===== config.mk =====
export PLATFORM = sky130hd
export DESIGN_NAME = spi_reg_bridge
export DESIGN_NICKNAME = d
export VERILOG_FILES = /design/src/rtl/spi_reg_bridge.sv
export SDC_FILE = /design/constraint.sdc
export NUM_CORES = 1
export LEC_CHECK = 0
export BUFFER_PORTS_ARGS = -buffer_cell sky130_fd_sc_hd__buf_2
export CAP_MARGIN = 10
export CORE_MARGIN = 2
export CORE_UTILIZATION = 35
export DETAILED_ROUTE_END_ITERATION = 12
export GPL_ROUTABILITY_DRIVEN = 0
export MAX_ROUTING_LAYER = met4
export PLACE_DENSITY = 0.61
export SYNTH_ARGS = -nofsm -noshare
export SYNTH_HDL_FRONTEND = slang
export SYNTH_SLANG_ARGS = --single-unit

===== constraint.sdc =====
create_clock -name clk -period 2.3 [get_ports clk]
set_clock_uncertainty 0.05 [all_clocks]
set_input_delay 0.46 -clock clk [delete_from_list [all_inputs] [get_ports clk]]
set_output_delay 0.46 -clock clk [all_outputs]
set_load 0.01 [all_outputs]

===== src/rtl/spi_reg_bridge.sv =====
// Command parser between the SPI slave byte engine and the register bus.
// Turns chip-select framed byte streams into single-cycle register write/read strobes.
module spi_reg_bridge #(
  parameter logic [7:0] STATUS_BYTE = 8'hA5,
  parameter int         RD_TIMEOUT  = 15,
  parameter logic [7:0] ERR_BYTE    = 8'hEE
) (
  input  logic       clk,
  input  logic       nrst,
  input  logic       ncs,
  input  logic       rec_flag,
  input  logic [7:0] rec_data,
  output logic [7:0] send_data,
  output logic [7:0] reg_addr,
  output logic [7:0] reg_wdata,
  output logic       reg_wr,
  output logic       reg_rd,
  input  logic [7:0] reg_rdata,
  input  logic       reg_rd_valid,
  output logic       frame_err,
  output logic       busy
);

  typedef enum logic [2:0] {
    IDLE    = 3'd0,
    ADDR_W  = 3'd1,
    WDATA   = 3'd2,
    ADDR_R  = 3'd3,
    RD_WAIT = 3'd4,
    RDATA   = 3'd5,
    DISCARD = 3'd6
  } state_t;

  localparam int              CW       = $clog2(RD_TIMEOUT + 1);
  localparam logic [CW-1:0]   TMO_LAST = CW'(RD_TIMEOUT - 1);
  localparam logic [CW-1:0]   TMO_MAX  = CW'(RD_TIMEOUT);

  state_t        state, state_next;
  logic [2:0]    ncs_sync;
  logic          ncs_high;
  logic          rec_flag_d;
  logic          byte_stb;
  logic [CW-1:0] tmo_cnt;

  logic act_load_addr, act_wr, act_rd, act_err, act_rdata, act_tmo;

  // ncs only counts as deasserted once three consecutive samples agree
  assign ncs_high = &ncs_sync;
  assign byte_stb = rec_flag & ~rec_flag_d;

  always_ff @(posedge clk or negedge nrst) begin
    if (!nrst) state <= IDLE;
    else       state <= state_next;
  end

  always_comb begin
    state_next = state;
    if (ncs_high) begin
      state_next = IDLE;
    end else begin
      unique case (state)
        IDLE:    if (byte_stb) begin
                   if (rec_data == 8'h80)      state_next = ADDR_W;
                   else if (rec_data == 8'h00) state_next = ADDR_R;
                   else                        state_next = DISCARD;
                 end
        ADDR_W:  if (byte_stb) state_next = WDATA;
        ADDR_R:  if (byte_stb) state_next = RD_WAIT;
        RD_WAIT: if (act_rdata || act_tmo) state_next = RDATA;
        RDATA:   if (byte_stb) state_next = RD_WAIT;
        default: state_next = state;
      endcase
    end
  end

  // Per-cycle actions decoded from state; abort suppresses every action
  always_comb begin
    act_load_addr = 1'b0;
    act_wr        = 1'b0;
    act_rd        = 1'b0;
    act_err       = 1'b0;
    act_rdata     = 1'b0;
    act_tmo       = 1'b0;
    busy          = (state != IDLE);
    if (!ncs_high) begin
      unique case (state)
        IDLE:    act_err = byte_stb && (rec_data != 8'h80) && (rec_data != 8'h00);
        ADDR_W:  act_load_addr = byte_stb;
        WDATA:   act_wr = byte_stb;
        ADDR_R:  begin
                   act_load_addr = byte_stb;
                   act_rd        = byte_stb;
                 end
        RD_WAIT: begin
                   if (reg_rd_valid) begin
                     act_rdata = 1'b1;
                   end else if (!reg_rd && tmo_cnt == TMO_LAST) begin
                     act_tmo = 1'b1;
                     act_err = 1'b1;
                   end
                 end
        RDATA:   act_rd = byte_stb;
        default: ;
      endcase
    end
  end

  always_ff @(posedge clk or negedge nrst) begin
    if (!nrst) begin
      ncs_sync   <= 3'b000;
      rec_flag_d <= 1'b0;
      tmo_cnt    <= '0;
      send_data  <= STATUS_BYTE;
      reg_addr   <= 8'h00;
      reg_wdata  <= 8'h00;
      reg_wr     <= 1'b0;
      reg_rd     <= 1'b0;
      frame_err  <= 1'b0;
    end else begin
      ncs_sync   <= {ncs_sync[1:0], ncs};
      rec_flag_d <= rec_flag;
      reg_wr     <= act_wr;
      reg_rd     <= act_rd;
      frame_err  <= act_err;
      if (reg_rd)                 tmo_cnt <= '0;
      else if (tmo_cnt != TMO_MAX) tmo_cnt <= tmo_cnt + 1'b1;
      if (act_wr) reg_wdata <= rec_data;
      // a write bumps the address the cycle after its strobe; reads bump on completion
      if (act_load_addr)                      reg_addr <= rec_data;
      else if (reg_wr || act_rdata || act_tmo) reg_addr <= reg_addr + 8'd1;
      if (ncs_high)       send_data <= STATUS_BYTE;
      else if (act_rdata) send_data <= reg_rdata;
      else if (act_tmo)   send_data <= ERR_BYTE;
    end
  end

endmodule

==> flow_metrics.env <==
export IMPL_grt_use_met3_pct=4.497
export IMPL_ys_types=45
export IMPL_p_leak_uw=0.001011
export IMPL_period_needed_ns=1.843
export IMPL_final_antenna_net_count=0
export IMPL_viasPerCell=5.018
export IMPL_nNetsFinal=232
export IMPL_cp_data_required_time_ns=2.39
export IMPL_ys_flop_type="dfrtp_1"
export IMPL_worstSetupPathType="register to register"
export IMPL_worst_slew_pin_slew_ns=0.5575
export IMPL_detail_route_first_pass_iterations=5
export IMPL_syn_nets=179
export IMPL_port_buffers=48
export IMPL_slowest_stage="dfrtp_1"
export IMPL_peakVddDrop_mv=0.5611
export IMPL_clockBufferDepth=2
export IMPL_synth_seq_area_share_pct=53.20
export IMPL_grt_use_met2_pct=19.03
export IMPL_postCtsSetupRepairBufs=0
export IMPL_maxSlewViolCount=0
export IMPL_fmax_ghz=0.5427
export IMPL_io_pins=49
export IMPL_cts_repair_resized=0
export IMPL_grt_use_met1_pct=20.07
export IMPL_setup_viol=0
export IMPL_cp_cell_sequence="inv_1, ha_1, and4b_1, o211a_4, o2111ai_1, xor2_1, a21oi_1"
export IMPL_path_buf_inv=1
export IMPL_clk_latency_ns=0.28
export IMPL_powerDensity_nw_per_um2=1225
export IMPL_cp_top_family="compound AO/OA/AOI/OAI gates"
export IMPL_grt_max_degree=27
export IMPL_track_usage_pct=14.05
export IMPL_routed_wl_microns=3668
export IMPL_cts_sinks=38
export IMPL_cts_clk_slew_worst_paths_ns=0.08
export IMPL_via_count=1400
export IMPL_yosys_area_top_type="dfrtp_1"
export IMPL_layout_drive_gt1_share_pct=39.23
export IMPL_holdBufCountCts=0
export IMPL_placed_cells=271
export IMPL_die_y_microns=75.65
export IMPL_cap_viol_max_count=0
export IMPL_n_antenna_cell=0
export IMPL_yosys_warnings=0
export IMPL_synthToLayoutAreaGrowth_pct=22.14
export IMPL_outcome="finished clean"
export IMPL_cts_tree="yes"
export IMPL_worstPathArrival_ns=1.94
export IMPL_ctsRootBufferMaster="clkbuf_8"
export IMPL_drt_iter0_markers=49
export IMPL_finalCritPeriodShare_pct=80.12
export IMPL_grt_first_pass_wirelength_microns=5871
export IMPL_antenna_found_initial=0
export IMPL_cts_htree_levels=2
export IMPL_cpPeakStageDelay_ns=0.42
export IMPL_async_reset_ff_share_pct=100.0
export IMPL_die_area_sq_um=5723
export IMPL_die_width_microns=75.65
export IMPL_wl_per_cell_microns=13.15
export IMPL_critPathLaunchType="register"
export IMPL_synth_edff_count=0
export IMPL_slew_headroom_pct=62.83
export IMPL_path_max_fanout=7
export IMPL_fin_cells=279
export IMPL_power_total_uw=2688
export IMPL_drc=0
export IMPL_initial_utilization_pct=35.63
export IMPL_dp_hpwl_microns=2724
export IMPL_grt_ovfl_total=0
export IMPL_syn_area_per_cell_sq_um=11.59
export IMPL_synth_top_area_share_pct=47.35
export IMPL_core_area_sq_um=5042
export IMPL_synth_seq_cells=38
export IMPL_rows=26
export IMPL_rsz0062_at_grt="no"
export IMPL_grt_pass1_vias=1233
export IMPL_synth_area_leaders="dfrtp_1, dfstp_2, mux2_2"
export IMPL_cts_made_buffers=5
export IMPL_netlist_top_cells_count="dfrtp_1, nor2_1, a21oi_1"
export IMPL_fin_tns_setup_ns=0
export IMPL_postSynthCellCount=155
export IMPL_worst_hold_slack_ns=0.1141
export IMPL_crit_path_end_kind="register"
export IMPL_hold_class="primary input to asynchronous set/reset pin"
export IMPL_netlist_area_sq_um=1797
export IMPL_finalHoldViolCount=0
export IMPL_synth_most_common_cell="dfrtp_1"
export IMPL_busiest_layer="met1"
per-layer routing:
metal  wire (microns)  up-vias
li1                 -      663
met1             1793      677
met2             1568       53
met3              271        7
met4               35        0
met5                0        -
registers in the layout (all words and copies together) (netlist names):
name        flops
frame_err       1
ncs_sync        3
rec_flag_d      1
reg_addr        8
reg_rd          1
reg_wdata       8
reg_wr          1
send_data       8
state           3
tmo_cnt         4
power by group:
group | total, uW | switching (uW) | internal (uW)
logic | 988 | 484 | 504
clock network | 471 | 230 | 241
registers | 1230 | 270 | 959
total | 2690 | 984 | 1700
final cells by class:
cell class	instances	area (sq um)
clock inverters	2	12.51
inverters	5	18.77
fillers	488	2848
clock buffers	6	82.58
well taps	70	87.58
flip-flops and latches	38	955.9
repair buffers	50	255.2
multi-input cells	108	782.0
cells in the final DEF (no fill, tap or decap), types with 2 or more instances in the layout:
cell and instances:
xnor2_1 2, and3_1 3, dfrtp_1 34, o22a_1 3, o221a_2 3, nor2_1 15
o21ai_1 2, o2111ai_1 3, clkbuf_8 6, nor3_1 3, nand3_2 2, buf_2 48
nand3_1 8, a21oi_1 13, nand2_1 8, xor2_1 7, ha_1 3, mux2_2 6
o211ai_1 2, buf_4 2, inv_1 5, dfstp_2 4, mux2_1 3
cells by family (layout without fill, tap and decap cells):
| group | count (synthesis) | count (layout) | share of synthesized area, % |
|---|---|---|---|
| AND/OR/NAND/NOR | 52 | 52 | 17.13 |
| flip-flops | 38 | 38 | 53.20 |
| AO/OA/AOI/OAI | 34 | 34 | 13.72 |
| multiplexers | 10 | 10 | 6.197 |
| XOR/XNOR | 9 | 9 | 4.387 |
| buffers and inverters | 9 | 63 | 3.273 |
| adder cells (fa/ha/maj) | 3 | 3 | 2.089 |
stage by stage:
stage	cell area, sq um	worst slack (ns)	utilization, %
finish	2195	0.4573	43.52
global route	2195	0.3154	43.52
CTS	2195	0.4486	43.52
detailed placement	2100	0.4468	41.64
global placement	2100	0.4470	41.64
floorplan	1797	0.5742	-
final timing paths:
kind | start | to | slack, ns | cells after the start
max | tmo_cnt[0] | reg_addr[5] | 0.46 | 7
min | nrst | ncs_sync[2] | 0.11 | 1
max reg2reg | tmo_cnt[0] | reg_addr[5] | 0.46 | 7
min reg2reg | ncs_sync[1] | ncs_sync[2] | 0.36 | 0
max in group asynchronous | nrst | reg_wdata[2] | 1.56 | 2
min in group clk | ncs | ncs_sync[0] | 0.24 | 1
No activity file was read; power rests on OpenSTA's default activity.
